**src/rtl/serial_frame_tx.sv**
```systemverilog
`default_nettype none
// ============================================================================
// Module      : serial_frame_tx
// Description : Valid/ready word input, framed serial output on x:
//               start bit (1), WIDTH data bits, stop bit (0).
// Revision    : 1.0 - initial release
// ============================================================================
module serial_frame_tx #(
    parameter int WIDTH     = 8,
    parameter bit MSB_FIRST = 1'b1
) (
    input  logic             clk,
    input  logic             rst,
    input  logic [WIDTH-1:0] data_in,
    input  logic             valid,
    output logic             ready,
    output logic             x,
    output logic             busy,
    output logic             done
);

    localparam int c_cnt_w = $clog2(WIDTH);

    localparam logic [1:0] c_idle  = 2'd0;
    localparam logic [1:0] c_start = 2'd1;
    localparam logic [1:0] c_shift = 2'd2;
    localparam logic [1:0] c_stop  = 2'd3;

    localparam logic [c_cnt_w-1:0] c_last = c_cnt_w'(WIDTH - 1);

    logic [1:0]         r_state;
    logic [1:0]         w_state_nxt;
    logic [WIDTH-1:0]   r_shift;
    logic [WIDTH-1:0]   w_shift_nxt;
    logic [c_cnt_w-1:0] r_cnt;
    logic [c_cnt_w-1:0] w_cnt_nxt;
    logic               w_out_bit;
    logic [WIDTH-1:0]   w_shifted;

    // Output end of the register and the value after one shift toward it
    generate
        if (MSB_FIRST) begin : g_msb_first
            assign w_out_bit = r_shift[WIDTH-1];
            assign w_shifted = {r_shift[WIDTH-2:0], 1'b0};
        end else begin : g_lsb_first
            assign w_out_bit = r_shift[0];
            assign w_shifted = {1'b0, r_shift[WIDTH-1:1]};
        end
    endgenerate

    always_ff @(posedge clk) begin
        if (rst) begin
            r_state <= c_idle;
            r_shift <= '0;
            r_cnt   <= '0;
        end else begin
            r_state <= w_state_nxt;
            r_shift <= w_shift_nxt;
            r_cnt   <= w_cnt_nxt;
        end
    end

    always_comb begin
        w_state_nxt = r_state;
        w_shift_nxt = r_shift;
        w_cnt_nxt   = r_cnt;
        ready       = 1'b0;
        busy        = 1'b0;
        done        = 1'b0;
        x           = 1'b0;
        case (r_state)
            c_idle: begin
                ready = 1'b1;
                if (valid) begin
                    w_shift_nxt = data_in;
                    w_cnt_nxt   = '0;
                    w_state_nxt = c_start;
                end
            end
            c_start: begin
                x           = 1'b1;
                busy        = 1'b1;
                w_state_nxt = c_shift;
            end
            c_shift: begin
                x           = w_out_bit;
                busy        = 1'b1;
                w_shift_nxt = w_shifted;
                // Counter holds on the last bit so it never wraps mid-frame
                if (r_cnt == c_last) begin
                    w_state_nxt = c_stop;
                end else begin
                    w_cnt_nxt = r_cnt + c_cnt_w'(1);
                end
            end
            c_stop: begin
                busy        = 1'b1;
                done        = 1'b1;
                w_state_nxt = c_idle;
            end
            default: begin
                ready       = 1'b1;
                w_state_nxt = c_idle;
            end
        endcase
    end

endmodule
`default_nettype wire

```
**config.mk**
```make
export PLATFORM = sky130hd
export DESIGN_NAME = serial_frame_tx
export DESIGN_NICKNAME = d
export VERILOG_FILES = /design/src/rtl/serial_frame_tx.sv
export SDC_FILE = /design/constraint.sdc
export NUM_CORES = 1
export LEC_CHECK = 0
export CAP_MARGIN = 20
export CORE_MARGIN = 2
export CORE_UTILIZATION = 49
export DETAILED_ROUTE_END_ITERATION = 12
export PLACE_DENSITY = 0.76
export SETUP_SLACK_MARGIN = 0.5
export SLEW_MARGIN = 10
export SYNTH_ARGS = -nofsm -noshare
export SYNTH_HDL_FRONTEND = slang
export SYNTH_SLANG_ARGS = --single-unit
```
**constraint.sdc**
```tcl
create_clock -name clk -period 1.6 [get_ports clk]
set_input_delay 0.24 -clock clk [delete_from_list [all_inputs] [get_ports clk]]
set_output_delay 0.24 -clock clk [all_outputs]
set_load 0.005 [all_outputs]
```
After elaboration in Yosys (flattened, before gate mapping) --
Cells that the tools add are included.
Cells by class: add/subtract/negate cells 1, $mul 0, divide/modulo/power cells 0, magnitude comparators 0, equality and inequality tests 7, shifts and indexed selects 0, mux-type cells 12, bitwise gates (word level) 0, reduce and logical (&&, ||, !) cells 6
Operators with widths (number):
- $pmux 8 s2 | 1
- $mux 8 | 1
- $pmux 2 s4 | 1
- $mux 3 | 2
- $ne 2x2->1 const B | 3
- $pmux 3 s2 | 1
- $eq 2x2->1 const B | 2
- $mux 2 | 2
- $reduce_and 2->1 | 2
- $add 3x1->3 const B | 1
- $eq 3x3->1 const B | 1
- $mux 1 | 3
- $reduce_and 3->1 | 1
- $reduce_or 3->1 | 1
- $eq 2x1->1 const B | 1
- $logic_not 2->1 | 1
- $pmux 1 s2 | 1
- $reduce_bool 2->1 | 1
Storage, ports and cells: register bits after elaboration 13, latch bits 0, RAM bits 0, bits in read-only memories 0, bits of input ports 11, output and inout port bits 4, memories kept 0

Depth between registers and ports, before layout --
depth in word-level cells 3, gate-level depth with buffers 6, depth with buffers taken out 5

Least setup slack after synthesis --
Ideal clock, no wire load.
kind reg-to-reg, from register r_state[0], to register r_cnt[0], library setup time 0.069 ns, arrival 1.389 ns, data required time 1.531 ns, path slack 0.143 ns, cell stages (with the launch flop) 6, path buffers 0, path through dfxtp_1 inv_1 ha_1 nor2b_1 or4_1 o21ai_1
On the way: cells in the longest elaborated chain, start to end 3, elaborated cells between the ends (all ways) 7
RTL lines:
- start: declaration | RTL line 31 | logic [1:0] r_state;
- start signal: assignment | RTL line 53 | r_state <= c_idle;
- start signal: assignment | RTL line 57 | r_state <= w_state_nxt;
- $eq 2x2->1 or $logic_not 2->1 (tied branches) | RTL line 71 | case (r_state)
- $ne 2x2->1 (no source line) or $reduce_bool 2->1 (tied branches)
- $reduce_and 3->1 (no source line)
- end signal: assignment | RTL line 59 | r_cnt <= w_cnt_nxt;
- end: declaration | RTL line 35 | logic [c_cnt_w-1:0] r_cnt;
Several ways; a longest one is shown, not always the timed one. A chain may end at the register's enable or synchronous reset.

Final worst setup path --
from register r_state[1], to output x
On the way: cells in the longest elaborated chain, start to end 2, elaborated cells between the ends (all ways) 3
RTL lines:
- $eq 2x2->1 or $eq 2x1->1 (tied branches) | RTL line 71
- $pmux 1 s2 * | RTL line 71
- end: declaration | RTL line 17 | output logic x,
Every way passes the cells marked *; elsewhere a longest branch is shown, timed or not.

==> flow_summary.json <==
{
  "status": "finished, final reports clean",
  "drt-initial-drc-count": 29,
  "grt_max_degree": 11,
  "ys_ff_latch": 13,
  "drive_gt1_share_pct": 62.6,
  "finalNetCount": 127,
  "ys_seq_area_share_pct": 34.3,
  "die_w_um": 43.3,
  "wire_per_inst_um": 18.8,
  "grt_use_met1_pct": 23.1,
  "rsz0062_at_grt": "yes",
  "syn_area_per_cell_sq_um": 10.4,
  "clock.fmax_mhz": 670,
  "grt_busiest_layer": "met2",
  "routed_wirelength_um": 2310,
  "path_max_fanout": 4,
  "worstSetupStartpointType": "flip-flop",
  "fin_util_pct": 88.2,
  "vias_per_cell": 5.88,
  "vdd_drop_max_mv": 1.48,
  "min-delay-start": "r_shift[0]$_SDFFE_PP0P_",
  "startpoint": "r_state[1]$_SDFFE_PP0P_",
  "n_antenna_cell": 0,
  "leakage_nw": 0.498,
  "dp.final_hpwl_um": 992,
  "syn_nets": 92,
  "grt.total_usage_pct": 22.1,
  "synth_area_leaders": "dfxtp_1 34%, ha_1 13%, a211oi_2 12%",
  "drv_slew": 0,
  "period_share_pct": 93.3,
  "ctsHoldBuffers": 0,
  "worst_ep_required_time_ns": 1.36,
  "initial_utilization_pct": 51.5,
  "crit_arrival_ns": 1.25,
  "syn_inst": 73,
  "antenna_found_initial": 0,
  "clkTransAtPathRegs_ns": 0.09,
  "area_growth_pct": 71.1,
  "grt_pass1_wl_um": 2930,
  "maxCapViolCount": 0,
  "cts_tree": "built",
  "yosys.area.top_type": "dfxtp_1",
  "finClkSkew_ns": 0.0115,
  "route.detailed.drc": 0,
  "yosysTopAreaCellShare_pct": 34.3,
  "finalSetupViolCount": 0,
  "worst_slew_pin_slew_ns": 0.214,
  "numCtsBuffers": 3,
  "yosys_warnings": 0,
  "cts_sinks": 13,
  "worstSkewPairLatency_ns": 0.28,
  "dr.pass1.iters": 4,
  "grt-ovfl-total": 0,
  "setup_tns_ns": 0,
  "coreArea_sq_um": 1470,
  "die_h_um": 43.3,
  "finalHoldViolations": 0,
  "relSlewSlack_pct": 85.3,
  "min_period_ns": 1.49,
  "reg2reg_from": "r_state[1]$_SDFFE_PP0P_",
  "power_density_nw_per_um2": 1960,
  "grt_pass1_vias": 668,
  "criticalPathCategory": "flip-flop to primary output",
  "htree_num_levels": 1,
  "ctsRootBufferMaster": "clkbuf_4",
  "use_met3_pct": 8.33,
  "hold_class": "flip-flop to flip-flop",
  "vias": 723,
  "die_area_sq_um": 1880,
  "synth_area_sq_um": 758,
  "yosysUniqueCellTypes": 20,
  "ant_nets": 0,
  "worst_hold_slack_ns": 0.502,
  "end_kind": "primary output",
  "fp-row-count": 14,
  "portBuffers": 14,
  "grt.met2_usage_pct": 36.4,
  "clk_path_buf_depth": 2,
  "ioPinCount": 15,
  "place.gp.congestion": 0.810
}
-- through the flow --
| step | worst slack (ns) | cell area, sq um | instances | power (mW) |
|---|---|---|---|---|
| 4_1_cts | 0.161 | 1190 | 116 | 2.23 |
| 2_1_floorplan | 0.293 | 836 | 73 | 1.38 |
| 3_5_place_dp | 0.0472 | 975 | 102 | 1.57 |
| 3_3_place_gp | 0.0773 | 975 | 102 | 1.55 |
| 5_1_grt | 0.0808 | 1300 | 123 | 2.65 |
| 6_report | 0.108 | 1300 | 123 | 2.54 |
-- sequential cells by signal, summed over array words and instances, names as in the netlist --
signal   cells
r_cnt        3
r_shift      8
r_state      2
-- cells in the mapped netlist --
master	count
dfxtp_1	13
ha_1	8
mux2i_1	8
a211oi_2	7
nand2b_1	5
nor2_1	5
a21oi_1	4
inv_1	3
nor2_2	3
nor2b_1	3
nor3_1	3
buf_2	2
o2bb2ai_1	2
a21o_1	1
buf_12	1
mux2_4	1
nand3_1	1
o21ai_1	1
or2b_2	1
or4_1	1
-- final timing paths --
path / to / slack (ns) / depth (start not counted)
worst max register to register: r_cnt[0]$_SDFFE_PP0P_ / 0.14 / 5
worst max-delay path: x / 0.11 / 4
worst min-delay path: r_shift[0]$_SDFFE_PP0P_ / 0.50 / 2
worst min register to register: r_shift[0]$_SDFFE_PP0P_ / 0.50 / 2
-- per-layer routing --
layer  vias to the layer above  wire [um]
met2                        42       1110
met5                         -          0
li1                        328          -
met4                         0        145
met3                        16        137
met1                       337        917
-- layout by cell type, fill, tap and decap left out, types with 2 or more instances in the layout --
cell type        count
mux2_4               2
nor2_4               7
mux2i_1              6
dfxtp_1              9
clkbuf_4             3
nand2b_4             3
clkdlybuf4s50_1     10
dfxtp_4              2
buf_4               11
buf_6                9
nand2b_1             2
o2bb2ai_1            2
buf_2                2
inv_6                2
a21oi_1              2
ha_4                 6
a211oi_2             7
dfxtp_2              2
mux2i_2              2
-- layout make-up --
| cell class | instances | area [sq um] |
|---|---|---|
| Multi-Input combinational cell | 55 | 666 |
| Sequential cell | 13 | 270 |
| Timing Repair Buffer | 32 | 294 |
| Tap cell | 16 | 20.0 |
| Fill cell | 72 | 174 |
| Inverter | 3 | 21.3 |
| Clock buffer | 4 | 26.3 |
-- logic make-up (layout without fill, tap and decap cells) --
group | count (synthesis) | in the layout | share of synthesized area, %
adders and majority gates | 8 | 8 | 13.2
and+or+nand+nor | 22 | 22 | 16.3
DFF | 13 | 13 | 34.3
muxes | 9 | 10 | 12.5
AOI/OAI and AO/OA | 15 | 15 | 18.2
buffers and inverters | 6 | 39 | 5.45
-- worst max-delay path, cell delays in order, from the launching register on --
cell     delay (ns)
dfxtp_4        0.40
inv_6          0.05
ha_4           0.25
nor2b_2        0.14
buf_2          0.12
-- repair_timing --
item / CTS / global route
gates cloned: 1 / 0
setup endpoints to repair: 17 / 17
pin swaps: 6 / 8
setup buffers: 9 / 7
gates resized for setup: 43 / 15
-- power breakdown --
group          switching, mW  leakage [nW]  internal [mW]
Clock                  0.117        0.0150         0.0967
Combinational          0.784         0.374          0.938
Sequential             0.150         0.109          0.455
Total                   1.05         0.498           1.49
Power figures use the tool's default switching activity.
